$ cat src/rtl/mario_motion_pkg.sv
// rtl/mario_motion_pkg.sv - shared types, scancodes and jump profile for vertical motion
package mario_motion_pkg;

    typedef enum logic [1:0] {
        GROUNDED = 2'd0,
        RISE     = 2'd1,
        APEX     = 2'd2,
        FALL     = 2'd3
    } jump_state_t;

    // USB HID usage IDs for the keys the game cares about
    localparam logic [7:0] HID_KEY_NONE  = 8'h00;
    localparam logic [7:0] HID_KEY_A     = 8'h04;
    localparam logic [7:0] HID_KEY_D     = 8'h07;
    localparam logic [7:0] HID_KEY_S     = 8'h16;
    localparam logic [7:0] HID_KEY_W     = 8'h1A;
    localparam logic [7:0] HID_KEY_SPACE = 8'h2C;

    localparam int PROFILE_LEN = 20;

    // Upward speed per rise frame; decays in pairs so the arc looks smooth at 60 Hz
    function automatic logic [4:0] jump_profile(input logic [4:0] idx);
        logic [4:0] v;
        case (idx)
            5'd0,  5'd1:                v = 5'd14;
            5'd2,  5'd3:                v = 5'd12;
            5'd4,  5'd5:                v = 5'd10;
            5'd6,  5'd7:                v = 5'd8;
            5'd8,  5'd9:                v = 5'd6;
            5'd10, 5'd11, 5'd12, 5'd13: v = 5'd4;
            5'd14, 5'd15, 5'd16, 5'd17: v = 5'd2;
            default:                    v = 5'd0;
        endcase
        return v;
    endfunction

endpackage

$ cat src/rtl/jump_sequencer_if.sv
// rtl/jump_sequencer_if.sv - keyboard/collision inputs and velocity outputs of the jump sequencer
interface jump_sequencer_if;
    logic [31:0] keycode;
    logic        hit_ground;
    logic        hit_ceiling;
    logic [9:0]  y_motion;
    logic        airborne;
    logic        jump_start;

    // master: the side supplying keys and collisions and consuming velocity
    modport master (
        output keycode, hit_ground, hit_ceiling,
        input  y_motion, airborne, jump_start
    );

    // slave: the jump sequencer itself
    modport slave (
        input  keycode, hit_ground, hit_ceiling,
        output y_motion, airborne, jump_start
    );
endinterface

$ cat src/rtl/key_edge_detect.sv
// rtl/key_edge_detect.sv - matches one scancode across four HID slots and flags new presses
module key_edge_detect (
    input  logic        frame_clk,
    input  logic        Reset,
    input  logic [31:0] keycode,
    input  logic [7:0]  key,
    output logic        key_down,
    output logic        press
);

    logic key_prev;

    // key is down if any of the four report slots carries it
    always_comb begin
        key_down = 1'b0;
        for (int i = 0; i < 4; i++) begin
            if (keycode[8*i +: 8] == key) begin
                key_down = 1'b1;
            end
        end
    end

    // previous-frame key level; starts high so a key held through reset must be released first
    always_ff @(posedge frame_clk or posedge Reset) begin
        if (Reset) begin
            key_prev <= 1'b1;
        end else begin
            key_prev <= key_down;
        end
    end

    assign press = key_down & ~key_prev;

endmodule

$ cat src/rtl/jump_sequencer.sv
// rtl/jump_sequencer.sv - rise/apex/fall sequencer producing Mario's per-frame y velocity
module jump_sequencer
    import mario_motion_pkg::*;
#(
    parameter logic [7:0] JUMP_KEY    = HID_KEY_W,
    parameter int         RISE_FRAMES = 20,
    parameter int         MIN_RISE    = 6,
    parameter int         APEX_FRAMES = 2,
    parameter int         GRAVITY     = 1,
    parameter int         MAX_FALL    = 8
) (
    input  logic           frame_clk,
    input  logic           Reset,
    jump_sequencer_if.slave bus
);

    localparam logic [4:0] RISE_LAST = 5'(RISE_FRAMES - 1);
    localparam logic [4:0] MIN_LAST  = 5'(MIN_RISE - 1);
    localparam logic [1:0] APEX_LAST = 2'(APEX_FRAMES - 1);
    localparam logic [4:0] GRAV5     = 5'(GRAVITY);
    localparam logic [4:0] MAXF5     = 5'(MAX_FALL);

    jump_state_t state_q, state_d;
    logic [4:0]  rise_cnt_q, rise_cnt_d;
    logic [1:0]  apex_cnt_q, apex_cnt_d;
    logic [3:0]  fall_v_q, fall_v_d;
    logic [4:0]  fall_sum;
    logic [3:0]  fall_next;
    logic        key_down;
    logic        press;

    key_edge_detect u_key (
        .frame_clk (frame_clk),
        .Reset     (Reset),
        .keycode   (bus.keycode),
        .key       (JUMP_KEY),
        .key_down  (key_down),
        .press     (press)
    );

    // gravity step, widened by one bit so the clamp sees the true sum
    always_comb begin
        fall_sum  = {1'b0, fall_v_q} + GRAV5;
        fall_next = (fall_sum > MAXF5) ? MAXF5[3:0] : fall_sum[3:0];
    end

    // state and counter registers
    always_ff @(posedge frame_clk or posedge Reset) begin
        if (Reset) begin
            state_q    <= GROUNDED;
            rise_cnt_q <= 5'd0;
            apex_cnt_q <= 2'd0;
            fall_v_q   <= 4'd0;
        end else begin
            state_q    <= state_d;
            rise_cnt_q <= rise_cnt_d;
            apex_cnt_q <= apex_cnt_d;
            fall_v_q   <= fall_v_d;
        end
    end

    // next-state and counter updates; each entry into a phase restarts that phase's counter
    always_comb begin
        state_d    = state_q;
        rise_cnt_d = rise_cnt_q;
        apex_cnt_d = apex_cnt_q;
        fall_v_d   = fall_v_q;
        case (state_q)
            GROUNDED: begin
                if (press) begin
                    state_d    = RISE;
                    rise_cnt_d = 5'd0;
                end else if (!bus.hit_ground) begin
                    state_d  = FALL;
                    fall_v_d = 4'd0;
                end
            end
            RISE: begin
                // ground contact is ignored here: the takeoff frame still touches the floor
                rise_cnt_d = rise_cnt_q + 5'd1;
                if (bus.hit_ceiling) begin
                    state_d  = FALL;
                    fall_v_d = 4'd0;
                end else if (rise_cnt_q == RISE_LAST) begin
                    state_d    = APEX;
                    apex_cnt_d = 2'd0;
                end else if (!key_down && (rise_cnt_q >= MIN_LAST)) begin
                    state_d    = APEX;
                    apex_cnt_d = 2'd0;
                end
            end
            APEX: begin
                apex_cnt_d = apex_cnt_q + 2'd1;
                if (bus.hit_ceiling || (apex_cnt_q == APEX_LAST)) begin
                    state_d  = FALL;
                    fall_v_d = 4'd0;
                end
            end
            FALL: begin
                // landing beats everything; a press here is deliberately dropped (no double jump)
                if (bus.hit_ground) begin
                    state_d  = GROUNDED;
                    fall_v_d = 4'd0;
                end else begin
                    fall_v_d = fall_next;
                end
            end
            default: begin
                state_d = GROUNDED;
            end
        endcase
    end

    // Moore outputs decoded from registered state and counters
    always_comb begin
        bus.y_motion   = 10'd0;
        bus.airborne   = (state_q != GROUNDED);
        bus.jump_start = (state_q == RISE) && (rise_cnt_q == 5'd0);
        case (state_q)
            RISE:    bus.y_motion = 10'd0 - {5'd0, jump_profile(rise_cnt_q)};
            FALL:    bus.y_motion = {6'd0, fall_v_q};
            default: bus.y_motion = 10'd0;
        endcase
    end

endmodule

$ cat src/flat_wrapper.sv
// flat-port wrapper written by rule: the top's interface ports become plain ports
module jump_sequencer_flat import mario_motion_pkg::*;
#(
    parameter logic [7:0] JUMP_KEY    = HID_KEY_W,
    parameter int         RISE_FRAMES = 20,
    parameter int         MIN_RISE    = 6,
    parameter int         APEX_FRAMES = 2,
    parameter int         GRAVITY     = 1,
    parameter int         MAX_FALL    = 8
)
  (frame_clk, Reset, bus_keycode, bus_hit_ground, bus_hit_ceiling, bus_y_motion, bus_airborne, bus_jump_start);
  jump_sequencer_if bus_i ();
  input  logic frame_clk;
  input  logic Reset;
  input wire logic [$bits(bus_i.keycode)-1:0] bus_keycode;
  input wire logic [$bits(bus_i.hit_ground)-1:0] bus_hit_ground;
  input wire logic [$bits(bus_i.hit_ceiling)-1:0] bus_hit_ceiling;
  output wire logic [$bits(bus_i.y_motion)-1:0] bus_y_motion;
  output wire logic [$bits(bus_i.airborne)-1:0] bus_airborne;
  output wire logic [$bits(bus_i.jump_start)-1:0] bus_jump_start;
  assign bus_i.keycode = bus_keycode;
  assign bus_i.hit_ground = bus_hit_ground;
  assign bus_i.hit_ceiling = bus_hit_ceiling;
  assign bus_y_motion = bus_i.y_motion;
  assign bus_airborne = bus_i.airborne;
  assign bus_jump_start = bus_i.jump_start;
  jump_sequencer #(.JUMP_KEY(JUMP_KEY), .RISE_FRAMES(RISE_FRAMES), .MIN_RISE(MIN_RISE), .APEX_FRAMES(APEX_FRAMES), .GRAVITY(GRAVITY), .MAX_FALL(MAX_FALL)) u_core (.frame_clk(frame_clk), .Reset(Reset), .bus(bus_i));
endmodule
$ cat config.mk
export PLATFORM = sky130hd
export DESIGN_NAME = jump_sequencer_flat
export DESIGN_NICKNAME = d
export VERILOG_FILES = /design/src/rtl/mario_motion_pkg.sv /design/src/rtl/jump_sequencer_if.sv /design/src/rtl/key_edge_detect.sv /design/src/rtl/jump_sequencer.sv /design/src/flat_wrapper.sv
export SDC_FILE = /design/constraint.sdc
export NUM_CORES = 1
export LEC_CHECK = 0
export CAP_MARGIN = 25
export CORE_ASPECT_RATIO = 1.75
export CORE_MARGIN = 1
export CORE_UTILIZATION = 25
export CTS_CLUSTER_SIZE = 10
export DETAILED_ROUTE_END_ITERATION = 16
export PLACE_DENSITY = 0.55
export SLEW_MARGIN = 10
export SYNTH_ARGS = -nofsm -noshare
export SYNTH_HDL_FRONTEND = slang
export SYNTH_SLANG_ARGS = --single-unit
$ cat constraint.sdc
create_clock -name frame_clk -period 3.1 [get_ports frame_clk]
set_input_delay 0.62 -clock frame_clk [delete_from_list [all_inputs] [get_ports frame_clk]]
set_output_delay 0.62 -clock frame_clk [all_outputs]
set_load 0.05 [all_outputs]
==> results of run 1 <==
worst max path at each step:
stage	from	to	slack [ps]	depth (start not counted)
finish	u_core.rise_cnt_q[1]$_DFFE_PP0P_	bus_y_motion[3]	180	9
floorplan	u_core.rise_cnt_q[1]$_DFFE_PP0P_	bus_y_motion[6]	220	9
global placement	bus_keycode[3]	u_core.state_q[1]$_DFFE_PP0P_	480	7
detailed placement	u_core.rise_cnt_q[1]$_DFFE_PP0P_	bus_y_motion[3]	450	9
global route	u_core.rise_cnt_q[1]$_DFFE_PP0P_	bus_y_motion[3]	30	9
CTS	u_core.rise_cnt_q[1]$_DFFE_PP0P_	bus_y_motion[3]	170	9
layer usage:
| layer | track usage | wire length, um |
|---|---|---|
| met1 | 0.1355 | 1287 |
| met2 | 0.2449 | 2121 |
| met3 | 0.01160 | 48 |
| met4 | 0.06227 | 94 |
| met5 | 0 | 0 |
cell type report:
type                    instances  area (um2)  area share
well taps                      55       68.82     0.03420
inverters                      13       48.80     0.02425
clock buffers                   4       55.05     0.02736
multi-input cells             122       927.1      0.4608
repair buffers                 52       560.5      0.2786
flip-flops and latches         14       351.6      0.1748
power breakdown:
part           leakage, nW  total (W)  switching (W)  internal [W]
combinational        0.645    0.00108       0.000610      0.000467
clock               0.0288   0.000181      0.0000688      0.000113
sequential           0.179   0.000313      0.0000739      0.000239
state kept, by name, summed over array words and instances (netlist names):
name / count
u_core.apex_cnt_q: 2
u_core.fall_v_q: 4
u_core.rise_cnt_q: 5
u_core.state_q: 2
u_core.u_key.key_prev: 1
kinds of logic after synthesis:
family | after synthesis | synth area share
compound gates | 44 | 0.2161
xor+xnor | 1 | 0.006411
fa+ha+maj | 17 | 0.1557
buf+inv | 20 | 0.06594
flops | 14 | 0.2573
mux | 7 | 0.05311
simple gates | 53 | 0.2454
per-stage QoR:
stage / power [W] / hold WS (ps) / setup WS, ps / instance area (um2)
CTS: 0.001592 / 536.4 / 165.8 / 2012
finish: 0.001571 / 528.9 / 175.4 / 2012
detailed placement: 0.001402 / 521.9 / 447.3 / 1957
floorplan: 0.001030 / 488.2 / 221.5 / 1369
global placement: 0.001390 / 513.1 / 477.5 / 1957
global route: 0.001712 / 561.4 / 31.37 / 2012
layout by cell type, fill, tap and decap left out, types with 2 or more instances in the layout:
cell	instances
clkdlybuf4s50_1	38
ha_1	17
a21oi_1	16
nand2_1	15
inv_1	13
dfrtp_1	13
o21ai_0	12
buf_4	8
buf_12	6
nor2b_1	5
nand3_1	5
mux2i_1	5
nor2_1	4
clkbuf_8	4
and2_1	3
nor4bb_1	3
nand2b_1	3
nor4b_2	2
o2bb2ai_1	2
nand3b_1	2
nor2_2	2
mux2_1	2
a22o_1	2
o211ai_1	2
nor3_1	2
worst register-to-register path, cell delays in order (launching register included):
cell and delay [ps]:
dfrtp_1 420, inv_1 110, ha_1 220, buf_4 200, inv_1 230, a21oi_1 130, a211oi_2 440, o21ai_0 180
o2bb2ai_1 150
cells in the mapped netlist (2+ instances only):
cell type | count | area share
and2_1 | 3 | 0.014
o2bb2ai_1 | 2 | 0.013
inv_1 | 13 | 0.036
buf_4 | 4 | 0.022
clkbuf_1 | 3 | 0.0082
nand3b_1 | 2 | 0.011
a22o_1 | 2 | 0.013
mux2_1 | 2 | 0.016
dfrtp_1 | 13 | 0.24
nor2b_1 | 5 | 0.023
ha_1 | 17 | 0.16
a21oi_1 | 16 | 0.059
nand2_1 | 15 | 0.041
nor4bb_1 | 3 | 0.022
nor2_1 | 5 | 0.014
o21ai_0 | 12 | 0.044
nor4b_2 | 2 | 0.022
nor3_1 | 2 | 0.0073
nand2b_1 | 3 | 0.014
o211ai_1 | 2 | 0.011
mux2i_1 | 5 | 0.037
nand3_1 | 5 | 0.018
==> impl_metrics.tcl, run 1 <==
set metrics [dict create \
    outcome "complete, but fails checks" \
    violations "DRC" \
    drc 1 \
    finalClockSkew_ps 1.205 \
    yosysWarningCount 0 \
    maxSlewHeadroom 0.6047 \
    max-vdd-ir-drop_mv 0.2946 \
    routed_wl_um 3551 \
    clock.fmax_mhz 341.9 \
    htree_num_levels 1 \
    drive_gt1_frac 0.1415 \
    dp_hpwl_um 2963 \
    path_clk_slew_ps 60 \
    synth_cells 156 \
    worstHoldPathType "flop to flop" \
    ys_ff_latch 14 \
    synth_cell_type_count 42 \
    fin_util 0.3829 \
    cpMostUsedCell "ha_1" \
    synth_edf_count 0 \
    grt_pass1_wl_um 5830 \
    timing.rr.start "u_core.state_q[1]$_DFFE_PP0P_" \
    ys_seq_area_frac 0.2573 \
    ctsResizeCount 0 \
    die_h_um 99.80 \
    crit_chain "inv_1 -> ha_1 -> o21ai_0 -> o21a_1 -> inv_1 -> ha_1 -> ha_1 -> a22o_1 -> buf_12" \
    clock_latency_ps 250 \
    end_kind "primary output" \
    grt_pass1_vias 1298 \
    post_cts_buffers 0 \
    core_um2 5255 \
    antenna_cells 0 \
    io_pins 48 \
    rsz0062_at_grt "false" \
    async_reset_ff_frac 1.000 \
    crit_path_top_delay_cell "dfrtp_1" \
    rows 35 \
    synthesis.area_um2 1366 \
    port_buffers 47 \
    drtIter0Drc 27 \
    hold-path-cell-count 1 \
    vias 1330 \
    fin_cells 260 \
    grt_max_degree 15 \
    cp-start-kind "flop" \
    finalMaxSlewViolations 0 \
    reg2reg_to "u_core.fall_v_q[2]$_DFFE_PP0P_" \
    ctsHoldBuffers 0 \
    tns_ps 0 \
    antenna_found_initial 0 \
    cts_buffers 3 \
    critPathTopFamily "adder cells" \
    critical_path_class "flop to primary output" \
    cp_data_arrival_time_ps 2300 \
    routabilityCongestion 0.7412 \
    critPathRequiredTime_ps 2480 \
    ant_nets 0 \
    nets 259 \
    min_period_ps 2925 \
    r2r_slack_ps 910 \
    fin_crit_sh 0.9434 \
    gr-total-overflow 0 \
    detail_route.wl_per_cell_um 13.66 \
    synthToLayoutAreaGrowth_pct 47.25 \
    avgViaCountPerCell 5.115 \
    ff2ff_path_depth 8 \
    max-cap-violations 0 \
    cts_tree "done" \
    cts_sinks 14 \
    clock-root-buffer "clkbuf_8" \
    slowest_delay_ps 450 \
    hold_viol 0 \
    hold_end "u_core.apex_cnt_q[0]$_DFFE_PP0P_" \
    track_usage 0.1285 \
    dieArea_um2 5777 \
    critPathMaxFanout 7 \
    worst_slew_pin_slew_ps 592.3 \
    clock_path_buffers 2 \
    ys.flop_type "dfrtp_1" \
    p_leak_nw 0.8527 \
    dp_cells 256 \
    chipWidth_um 57.89 \
    synth_fp_nets 209 \
    synth.avg_cell_area_um2 8.758 \
    first_pass_iters 12 \
    setup_viol 0 \
    nFillCells 559 \
    initial_core_util 0.2600 \
    cp.buffers_inverters 3 \
    min_from "u_core.apex_cnt_q[0]$_DFFE_PP0P_" \
    power_density_nw_per_um2 780.9 \
]
No activity file was read; power rests on OpenSTA's default activity.
==> run 2, diff against run 1 <==
Settings changed: CELL_PAD_IN_SITES_DETAIL_PLACEMENT from default to 1, CELL_PAD_IN_SITES_GLOBAL_PLACEMENT from default to 1, PLACE_DENSITY 0.55 to 0.69, SLEW_MARGIN 10 to default.
==> run 2 against run 1 <==
Against the previous run:
- the run still ends with DRC left
- final area down 0.50%
- sequential cell count unchanged
- die area unchanged
- setup slack worse by 29 ps
- global-route usage up 1.3 points
==> impl_metrics.tcl, run 2 (synthesis gave the netlist of run 1 again) <==
set metrics [dict create \
    cts_sinks 14 \
    clock-root-buffer "clkbuf_8" \
    vias 1306 \
    cp_data_arrival_time_ps 2330 \
    grt_pass1_wl_um 6348 \
    drtIter0Drc 29 \
    io_pins 48 \
    finalClockSkew_ps 4.478 \
    drive_gt1_frac 0.1422 \
    die_h_um 99.80 \
    met2WireLength_um 2258 \
    dr.max_layer_used "met4" \
    hold_viol 0 \
    worstHoldPathType "flop to flop" \
    regMostFlops "u_core.rise_cnt_q" \
    max-vdd-ir-drop_mv 0.2091 \
    antenna_found_initial 0 \
    grt_max_degree 15 \
    cts_buffers 3 \
    p_leak_nw 0.8494 \
    worst_slew_pin_slew_ps 624.9 \
    drc 2 \
    critPathMaxFanout 7 \
    dieArea_um2 5777 \
    timing.rr.start "u_core.rise_cnt_q[0]$_DFFE_PP0P_" \
    worstSetupStartpoint "u_core.rise_cnt_q[1]$_DFFE_PP0P_" \
    initial_core_util 0.2600 \
    chipWidth_um 57.89 \
    cp-start-kind "flop" \
    rsz0062_at_grt "false" \
    routabilityCongestion 0.7331 \
    pre_cts_slack_ps 411.3 \
    port_buffers 47 \
    clock_latency_ps 250 \
    r2r_slack_ps 1020 \
    reg2reg_to "u_core.apex_cnt_q[0]$_DFFE_PP0P_" \
    max-cap-violations 0 \
    avgViaCountPerCell 5.042 \
    violations "DRC" \
    met3_length_um 85 \
    fin_crit_sh 0.9529 \
    cts_tree "done" \
    largest_reg_flops 5 \
    clock.fmax_mhz 338.5 \
    ctsHoldBuffers 0 \
    min_period_ps 2954 \
    critical_path_class "flop to primary output" \
    detail_route.wl_per_cell_um 14.86 \
    rows 35 \
    ff2ff_path_depth 7 \
    post_cts_buffers 0 \
    end_kind "primary output" \
    outcome "complete, but fails checks" \
    core_um2 5255 \
    setup_viol 0 \
    synthToLayoutAreaGrowth_pct 46.52 \
    reg_top3 "u_core.rise_cnt_q x5, u_core.fall_v_q x4" \
    clock_path_buffers 2 \
    htree_num_levels 1 \
    nets 258 \
    path_clk_slew_ps 60 \
    drt-met1-wl_um 1428 \
    power_density_nw_per_um2 789.7 \
    grt_pass1_vias 1398 \
    fin_ws_ps 146.1 \
    first_pass_iters 10 \
    ant_nets 0 \
    track_usage 0.1420 \
    critPathRequiredTime_ps 2480 \
    maxSlewHeadroom 0.5829 \
    gr-total-overflow 0 \
    finalMaxSlewViolations 0 \
    ctsResizeCount 0 \
    tns_ps 0 \
    routed_wl_um 3849 \
    final_cell_mix "clkdlybuf4s50_1 (37), ha_1 (17), a21oi_1 (16)" \
    final_common_cell "clkdlybuf4s50_1" \
    antenna_cells 0 \
    endpoint "bus_y_motion[3]" \
    dp_hpwl_um 3297 \
]
run 2: cell count changes in the layout (fill, tap and decap cells not counted), sizes merged:
cell           delta
clkdlybuf4s50     -1
run 2: how the worst min path moves through the flow:
stage,startpoint,endpoint,slack (ps),depth (start not counted)
floorplan,u_core.apex_cnt_q[0]$_DFFE_PP0P_,u_core.apex_cnt_q[0]$_DFFE_PP0P_,490,1
global placement,u_core.apex_cnt_q[0]$_DFFE_PP0P_,u_core.apex_cnt_q[0]$_DFFE_PP0P_,510,1
detailed placement,u_core.apex_cnt_q[0]$_DFFE_PP0P_,u_core.apex_cnt_q[0]$_DFFE_PP0P_,520,1
CTS,u_core.apex_cnt_q[0]$_DFFE_PP0P_,u_core.apex_cnt_q[0]$_DFFE_PP0P_,540,1
global route,u_core.apex_cnt_q[0]$_DFFE_PP0P_,u_core.apex_cnt_q[0]$_DFFE_PP0P_,570,1
finish,u_core.apex_cnt_q[0]$_DFFE_PP0P_,u_core.apex_cnt_q[0]$_DFFE_PP0P_,530,1
run 2: final cells by class:
type / count / area, um2
Sequential cell: 14 / 351.6
Clock buffer: 4 / 55.05
Multi-Input combinational cell: 122 / 927.1
Tap cell: 55 / 68.82
Timing Repair Buffer: 51 / 550.5
Fill cell: 627 / 3253
Inverter: 13 / 48.80
run 2: metal layers:
metal	GRT usage	up-vias
li1	-	654
met1	0.1476	629
met5	0	-
met2	0.2750	18
met4	0.06044	0
met3	0.01546	5
run 2: worst max-delay path, stage by stage, from the launching register on:
cell     delay [ps]
dfrtp_1         470
inv_1           140
ha_1            300
o21ai_0         140
o21a_1          140
inv_1            60
ha_1            180
ha_1            260
a22o_1          230
buf_12          150
run 2: report_power, final:
part           leakage (nW)  switching, W  total (W)  internal [W]
logic                 0.641      0.000613    0.00108      0.000462
clock network        0.0288     0.0000738   0.000187      0.000113
registers             0.179     0.0000795   0.000319      0.000239
total                 0.849      0.000767    0.00158      0.000814
run 2: through the flow:
step                  util  instances  hold WS [ps]  total power (W)  area (um2)
CTS                 0.3810        259         535.6         0.001607        2002
detailed placement  0.3705        255         520.3         0.001415        1947
finish              0.3810        259         530.8         0.001581        2002
floorplan                -        156         488.2         0.001030        1369
global route        0.3810        259         573.8         0.001711        2002
global placement    0.3705        255         506.3         0.001396        1947
==> run 3, diff against run 2 <==
Settings changed: CORE_MARGIN 1 to 2, CTS_BUF_LIST from default to sky130_fd_sc_hd__clkbuf_8.
==> run 3 against run 2 <==
Against the previous run:
- the run now ends clean
- clock power about the same
- register-to-register slack worse by 40 ps
- die area up 5.5%
- sequential power about the same
- count of clock-buffer cells in the layout unchanged
- worst hold slack worse by 2.8 ps
- first-iteration DRC count up 17%
- sequential cell count unchanged
- combinational power about the same
- core utilization about the same
- wire length up 6.5%
- setup slack better by 69 ps
==> impl_metrics.tcl, run 3 (synthesis gave the netlist of run 1 again) <==
set metrics [dict create \
    p_leak_nw 0.8483 \
    timing.rr.start "u_core.rise_cnt_q[0]$_DFFE_PP0P_" \
    reg2reg_to "u_core.apex_cnt_q[0]$_DFFE_PP0P_" \
    critical_path_class "flop to primary output" \
    cp_data_arrival_time_ps 2260 \
    ff2ff_path_depth 7 \
    detail_route.wl_per_cell_um 15.83 \
    hold_end "u_core.apex_cnt_q[0]$_DFFE_PP0P_" \
    htree_num_levels 1 \
    finalClockSkew_ps 2.378 \
    synthToLayoutAreaGrowth_pct 46.61 \
    io_pins 48 \
    cts_buffers 3 \
    dp_hpwl_um 3547 \
    drtIter0Drc 34 \
    hold_viol 0 \
    min_period_ps 2884 \
    final_cell_mix "clkdlybuf4s50_1 (37), ha_1 (17), a21oi_1 (16)" \
    hold-path-cell-count 1 \
    port_buffers 47 \
    routabilityCongestion 0.7453 \
    first_pass_iters 4 \
    routed_wl_um 4100 \
    drive_gt1_frac 0.1471 \
    final_common_cell "clkdlybuf4s50_1" \
    dieArea_um2 6096 \
    finalMaxSlewViolations 0 \
    clock_latency_ps 250 \
    nets 258 \
    critPathMaxFanout 7 \
    grt_max_degree 15 \
    clock-root-buffer "clkbuf_8" \
    clock.fmax_mhz 346.7 \
    vias 1317 \
    regMostFlops "u_core.rise_cnt_q" \
    max-vdd-ir-drop_mv 0.2273 \
    grt_pass1_vias 1494 \
    tns_ps 0 \
    drc 0 \
    pre_cts_slack_ps 340.6 \
    largest_reg_flops 5 \
    ant_nets 0 \
    reg_top3 "u_core.rise_cnt_q x5, u_core.fall_v_q x4" \
    rows 35 \
    core_um2 5255 \
    max-cap-violations 0 \
    die_h_um 101.8 \
    track_usage 0.1444 \
    grt_pass1_wl_um 6734 \
    gr-total-overflow 0 \
    fin_crit_sh 0.9304 \
    avgViaCountPerCell 5.085 \
    ctsHoldBuffers 0 \
    fin_ws_ps 215.6 \
    post_cts_buffers 0 \
    rsz0062_at_grt "false" \
    path_clk_slew_ps 60 \
    cts_sinks 14 \
    cp-start-kind "flop" \
    r2r_slack_ps 980 \
    cts_tree "done" \
    initial_core_util 0.2600 \
    power_density_nw_per_um2 794.5 \
    outcome "finished, final reports clean" \
    worst_slew_pin_slew_ps 598.0 \
    end_kind "primary output" \
    critPathRequiredTime_ps 2480 \
    worstHoldPathType "flop to flop" \
    clock_path_buffers 2 \
    min_from "u_core.apex_cnt_q[0]$_DFFE_PP0P_" \
    maxSlewHeadroom 0.6009 \
    antenna_found_initial 0 \
    setup_viol 0 \
    antenna_cells 0 \
    chipWidth_um 59.89 \
]
==> run 3: changes by cell type in the layout (fill, tap and decap cells not counted) <==
| cell | previous run | this run |
|---|---|---|
| o21ai_1 | 0 | 1 |
| dfrtp_2 | 0 | 1 |
| o21ai_0 | 12 | 11 |
| dfrtp_1 | 13 | 12 |
==> run 3: routing by layer <==
| metal | global-route usage | wire (um) | share of wire |
|---|---|---|---|
| met5 | 0 | 0 | 0 |
| met4 | 0.05641 | 75 | 0.018 |
| met3 | 0.01022 | 71 | 0.017 |
| met2 | 0.2876 | 2531 | 0.62 |
| met1 | 0.1455 | 1422 | 0.35 |
==> run 3: worst max path at each step <==
stage                            to                              from  cells after the start  slack (ps)
floorplan           bus_y_motion[6]  u_core.rise_cnt_q[1]$_DFFE_PP0P_                      9         220
global placement    bus_y_motion[3]  u_core.rise_cnt_q[1]$_DFFE_PP0P_                      9         460
detailed placement  bus_y_motion[3]  u_core.rise_cnt_q[1]$_DFFE_PP0P_                      9         340
CTS                 bus_y_motion[3]  u_core.rise_cnt_q[1]$_DFFE_PP0P_                      9          60
global route        bus_y_motion[3]  u_core.rise_cnt_q[1]$_DFFE_PP0P_                      9          70
finish              bus_y_motion[3]  u_core.rise_cnt_q[1]$_DFFE_PP0P_                      9         220
==> run 3: power breakdown <==
part / leakage [nW] / switching, W / internal, W
logic: 0.641 / 0.000620 / 0.000464
clock network: 0.0288 / 0.0000745 / 0.000113
registers: 0.178 / 0.0000800 / 0.000240
total: 0.848 / 0.000775 / 0.000817
==> run 3: what timing repair did <==
item / 4_1_cts / 5_1_grt
setup endpoints to repair: 0 / 6
resized for setup: 0 / 2
endpoints found under the hold margin: 0 / 0
==> run 3: critical path: stages, from the launching register on <==
cell and delay (ps):
dfrtp_2 430, inv_1 110, ha_1 300, o21ai_1 140
o21a_1 140, inv_1 60, ha_1 180, ha_1 270
a22o_1 230, buf_12 150
==> run 3: cell type report <==
cell class	instances	area, um2
clock buffers	4	55.05
fillers	630	3252
inverters	13	48.80
multi-input cells	122	927.1
flip-flops and latches	14	352.8
well taps	55	68.82
repair buffers	51	550.5
==> run 3: through the flow <==
step	power, W	util	std cells	hold WS [ps]	area [um2]
floorplan	0.001030	-	156	488.2	1369
global placement	0.001396	0.3705	255	507.0	1947
detailed placement	0.001424	0.3705	255	521.0	1947
CTS	0.001617	0.3810	259	535.6	2002
global route	0.001732	0.3812	259	584.8	2003
finish	0.001592	0.3812	259	528.0	2003
